File: config.mk
export PLATFORM = sky130hd
export DESIGN_NAME = dir_tx
export DESIGN_NICKNAME = d
export VERILOG_FILES = /design/src/rtl/dir_tx.sv
export SDC_FILE = /design/constraint.sdc
export NUM_CORES = 1
export LEC_CHECK = 0
export BUFFER_PORTS_ARGS = -buffer_cell sky130_fd_sc_hd__buf_2
export CORE_ASPECT_RATIO = 0.6
export CORE_MARGIN = 1
export CORE_UTILIZATION = 40
export DETAILED_ROUTE_END_ITERATION = 12
export GPL_TIMING_DRIVEN = 0
export PLACE_DENSITY = 0.59
export RECOVER_POWER = 50
export SLEW_MARGIN = 15
export SYNTH_ARGS = -nofsm -noshare
export SYNTH_HDL_FRONTEND = slang
export SYNTH_SLANG_ARGS = --single-unit
File: constraint.sdc
create_clock -name clk -period 3.4 [get_ports clk]
set_input_delay 0.34 -clock clk [delete_from_list [all_inputs] [get_ports clk]]
set_output_delay 0.34 -clock clk [all_outputs]
set_load 0.05 [all_outputs]
File: src/rtl/dir_tx.sv
// ============================================================================
// Module   : dir_tx
// Purpose  : UART 8N1 transmitter that sends this board's snake direction and
//            game result to the remote board. Direction updates coalesce
//            (latest wins); a result byte takes priority and ends the game.
// Revision : 1.0 - initial release
// ============================================================================
`default_nettype none

module dir_tx #(
  parameter int unsigned CLKS_PER_BIT = 868
) (
  input  logic       clk,
  input  logic       rst_n,
  input  logic       tick,
  input  logic [2:0] dir,
  input  logic       won,
  input  logic       lost,
  input  logic       draw,
  output logic       tx,
  output logic       busy,
  output logic       sent
);

  localparam int unsigned CNT_W = (CLKS_PER_BIT > 1) ? $clog2(CLKS_PER_BIT) : 1;
  localparam logic [CNT_W-1:0] CNT_LAST = CNT_W'(CLKS_PER_BIT - 1);
  // One cycle before the last stop-bit cycle: sent is registered, so it is
  // armed here to appear exactly on the final cycle.
  localparam logic [CNT_W-1:0] CNT_PRE  = CNT_W'(CLKS_PER_BIT - 2);

  typedef enum logic [1:0] {
    IDLE  = 2'd0,
    START = 2'd1,
    DATA  = 2'd2,
    STOP  = 2'd3
  } state_t;

  state_t           state_q;
  logic [CNT_W-1:0] cnt_q;
  logic [2:0]       bit_q;
  logic [7:0]       shift_q;
  logic             tx_q;
  logic             busy_q;
  logic             sent_q;

  logic [7:0]       dir_byte_q;
  logic [7:0]       res_byte_q;
  logic             dir_pend_q;
  logic             res_pend_q;
  logic             over_q;

  logic             launch;

  // A frame leaves IDLE whenever anything is pending.
  assign launch = (state_q == IDLE) && (res_pend_q || dir_pend_q);

  // Pending-byte bookkeeping: launch clears the byte being sent, and a tick in
  // the same cycle re-arms the slot with the new byte (no loss, no merge).
  always_ff @(posedge clk) begin
    if (!rst_n) begin
      dir_byte_q <= 8'h00;
      res_byte_q <= 8'h00;
      dir_pend_q <= 1'b0;
      res_pend_q <= 1'b0;
      over_q     <= 1'b0;
    end else begin
      if (launch) begin
        if (res_pend_q) res_pend_q <= 1'b0;
        else            dir_pend_q <= 1'b0;
      end
      if (tick && !over_q) begin
        if (won || lost || draw) begin
          res_byte_q <= {4'b0101, 1'b0, won, lost, draw};
          res_pend_q <= 1'b1;
          dir_pend_q <= 1'b0;
          over_q     <= 1'b1;
        end else begin
          dir_byte_q <= {4'b1010, 1'b0, dir};
          dir_pend_q <= 1'b1;
        end
      end
    end
  end

  // Serialiser FSM; tx/busy/sent are registered alongside the state so they
  // always match the state being entered.
  always_ff @(posedge clk) begin
    if (!rst_n) begin
      state_q <= IDLE;
      cnt_q   <= '0;
      bit_q   <= 3'd0;
      shift_q <= 8'h00;
      tx_q    <= 1'b1;
      busy_q  <= 1'b0;
      sent_q  <= 1'b0;
    end else begin
      sent_q <= 1'b0;
      case (state_q)
        IDLE: begin
          cnt_q  <= '0;
          tx_q   <= 1'b1;
          busy_q <= 1'b0;
          if (launch) begin
            shift_q <= res_pend_q ? res_byte_q : dir_byte_q;
            state_q <= START;
            tx_q    <= 1'b0;
            busy_q  <= 1'b1;
          end
        end
        START: begin
          if (cnt_q == CNT_LAST) begin
            cnt_q   <= '0;
            bit_q   <= 3'd0;
            state_q <= DATA;
            tx_q    <= shift_q[0];
          end else begin
            cnt_q <= cnt_q + 1'b1;
          end
        end
        DATA: begin
          if (cnt_q == CNT_LAST) begin
            cnt_q   <= '0;
            shift_q <= shift_q >> 1;
            bit_q   <= bit_q + 3'd1;
            if (bit_q == 3'd7) begin
              state_q <= STOP;
              tx_q    <= 1'b1;
            end else begin
              tx_q <= shift_q[1];
            end
          end else begin
            cnt_q <= cnt_q + 1'b1;
          end
        end
        STOP: begin
          if (cnt_q == CNT_LAST) begin
            cnt_q   <= '0;
            state_q <= IDLE;
            tx_q    <= 1'b1;
            busy_q  <= 1'b0;
          end else begin
            cnt_q <= cnt_q + 1'b1;
            if (cnt_q == CNT_PRE) sent_q <= 1'b1;
          end
        end
        default: begin
          state_q <= IDLE;
          cnt_q   <= '0;
          tx_q    <= 1'b1;
          busy_q  <= 1'b0;
        end
      endcase
    end
  end

  assign tx   = tx_q;
  assign busy = busy_q;
  assign sent = sent_q;

endmodule

`default_nettype wire
==> flow_metrics.tcl <==
set metrics [dict create \
    status "completed" \
    port_buffers 10 \
    drtPass1Iterations 4 \
    yosysTopAreaCellShare 0.401 \
    wl_per_cell_um 13.5 \
    clock_latency_ns 0.29 \
    p_leak_nw 0.711 \
    ir_drop_mv 0.245 \
    yosysSeqAreaShare 0.401 \
    place_inst 267 \
    path_max_fanout 10 \
    synth_edf_count 0 \
    async_flop_share 0 \
    diodes 0 \
    worstSetupPathType "reg2reg" \
    dieArea_um2 4770 \
    grt_max_degree 12 \
    die_h_um 53.9 \
    area_delta_synth_final_pct 12.7 \
    die-width_um 88.5 \
    syn_area_per_cell_um2 9.12 \
    drtIter0Drc 52 \
    vias 1412 \
    setup_viol 0 \
    drc 0 \
    top_level_ports 12 \
    synth_nets 214 \
    cts_setup_buffers 0 \
    cpPeakStageDelay_ns 0.46 \
    cp_top_family "simple AND/OR/NAND/NOR gates" \
    critPathRequiredTime_ns 3.56 \
    clockBufferDepth 2 \
    synth_area_um2 1800 \
    drive_gt1_frac 0.144 \
    rows 18 \
    setup_tns_ns 0 \
    critical-path-slowest-cell "nand3b_1" \
    track_usage 0.175 \
    cts_tree "yes" \
    synth_top_area_cell "dfxtp_1" \
    gr-total-overflow 0 \
    vias_per_cell 5.13 \
    finalNonFillerCells 275 \
    ys_types 45 \
    post_cts_resized 0 \
    core_region_area_um2 4210 \
    clock.fmax_ghz 0.531 \
    root_buffer "clkbuf_8" \
    min_period_over_period 0.554 \
    relSlewSlack 0.565 \
    synth_area_leaders "dfxtp_1 (40%), ha_1 (5.6%), nand2_1 (5.0%)" \
    tightest_slew_ns 0.647 \
    clk_pin_slew_ns 0.08 \
    place_hpwl_um 2720 \
    routed_wl_um 3720 \
    crit_buf_inv 1 \
    cts_hold_buf 0 \
    antenna_found_initial 0 \
    hp-class "in2reg" \
    hold_viol 0 \
    layout_min_cycle_time_ns 1.88 \
    power_per_cell_area_nw_per_um2 640 \
    num-nets-final 231 \
    ys_ff_latch 36 \
    start_kind "flip-flop" \
    maxCapViolCount 0 \
    grt_pass1_vias 1222 \
    initial_core_util 0.427 \
    grt_first_pass_wirelength_um 6070 \
    cts_sinks 36 \
    end_kind "flip-flop" \
    htreeDepth 2 \
    yosys_most_used_dff "dfxtp_1" \
    place.gp.congestion 0.747 \
    synthCells 197 \
    skew_ns 0.00852 \
    ys.warnings.count 0 \
    drv_slew 0 \
    arrival_ns 2.05 \
    rsz0062_at_grt "false" \
    ant_nets 0 \
    cts-buffers-inserted 5 \
    path_cells "ha_1 -> clkbuf_1 -> nand3_1 -> nand3b_1 -> nor2_1" \
]
## metrics by stage
stage / hold WS, ns / worst slack [ns] / cell area, um^2 / total power [mW] / util
3_5_place_dp: 0.450 / 1.71 / 1920 / 0.894 / 0.456
6_report: 0.294 / 1.52 / 2020 / 1.30 / 0.481
5_1_grt: 0.318 / 1.35 / 2020 / 1.37 / 0.481
4_1_cts: 0.291 / 1.69 / 2050 / 1.31 / 0.486
2_1_floorplan: 0.429 / 1.87 / 1800 / 0.809 / -
3_3_place_gp: 0.444 / 1.69 / 1920 / 0.893 / 0.456
## cells in the final DEF (no fill, tap or decap), types with 3 or more instances in the layout
cell      count
dfxtp_1      36
nand2_1      24
a21oi_1      16
nand3_1      15
nor2_1       15
o21ai_0       8
ha_1          8
clkbuf_1      7
mux2i_1       7
clkbuf_8      7
buf_2         7
inv_1         5
nand2b_1      5
nand4_1       4
xnor2_1       4
xor2_1        4
nor3_1        3
o22ai_1       3
## tightest hold or removal path, stage by stage
cell	delay [ns]
buf_2	0.10
nand3_1	0.05
a21oi_1	0.05
## path summary, 6_finish.rpt
check | from | to | slack, ns | cells past startpoint
max | cnt_q[0]$_SDFF_PP0_ | cnt_q[4]$_SDFF_PP0_ | 1.52 | 5
min | dir[0] | dir_byte_q[0]$_SDFFE_PN0P_ | 0.29 | 3
max reg2reg | cnt_q[0]$_SDFF_PP0_ | cnt_q[4]$_SDFF_PP0_ | 1.52 | 5
min reg2reg | dir_byte_q[0]$_SDFFE_PN0P_ | dir_byte_q[0]$_SDFFE_PN0P_ | 0.46 | 2
## synth_stat cells, types with 3 or more instances
master and number:
o21ai_0 8, buf_4 3, xnor2_1 4, nand2b_1 5, clkbuf_1 3, inv_1 5, nand2_1 24, dfxtp_1 36
ha_1 8, nand4_1 4, a21oi_1 16, o22ai_1 3, xor2_1 4, nor3_1 3, nand3_1 14, nor2_1 15
mux2i_1 7
## metal layers
layer,part of all wire,GRT usage,vias up
met2,0.35,0.219,24
met3,0.049,0.0506,5
met1,0.59,0.276,658
met4,0.0083,0.0484,0
li1,-,-,725
met5,0,0,-
## flip-flops by register name, summed over array words and instances (netlist names), 2 cells and up
| name | count |
|---|---|
| state_q | 2 |
| res_byte_q | 4 |
| cnt_q | 10 |
| bit_q | 3 |
| shift_q | 8 |
| dir_byte_q | 4 |
## logic make-up (layout without fill, tap and decap cells)
family                   Yosys count  in the layout  synth area share
AO/OA/AOI/OAI                     42             42             0.158
AND/OR/NAND/NOR                   80             80             0.254
XOR/XNOR                           8              8            0.0390
flip-flops                        36             36             0.401
adder cells (fa/ha/maj)            8              8            0.0557
buffers and inverters             16             34            0.0529
multiplexers                       7              7            0.0390
## cell type report
cell class / count / area, um^2
inverters: 7 / 26.3
clock buffers: 7 / 96.3
well taps: 60 / 75.1
flip-flops and latches: 36 / 721
plain buffers: 9 / 65.1
fillers: 432 / 2190
repair buffers: 10 / 46.3
clock inverters: 1 / 30.0
multi-input cells: 145 / 965
## power breakdown
part           switching [mW]  total, mW  leakage [nW]  internal, mW
logic                   0.242      0.397         0.354         0.154
clock network           0.153      0.412        0.0645         0.259
registers              0.0271      0.487         0.292         0.460
total                   0.423       1.30         0.711         0.873
Power figures use the tool's default switching activity.
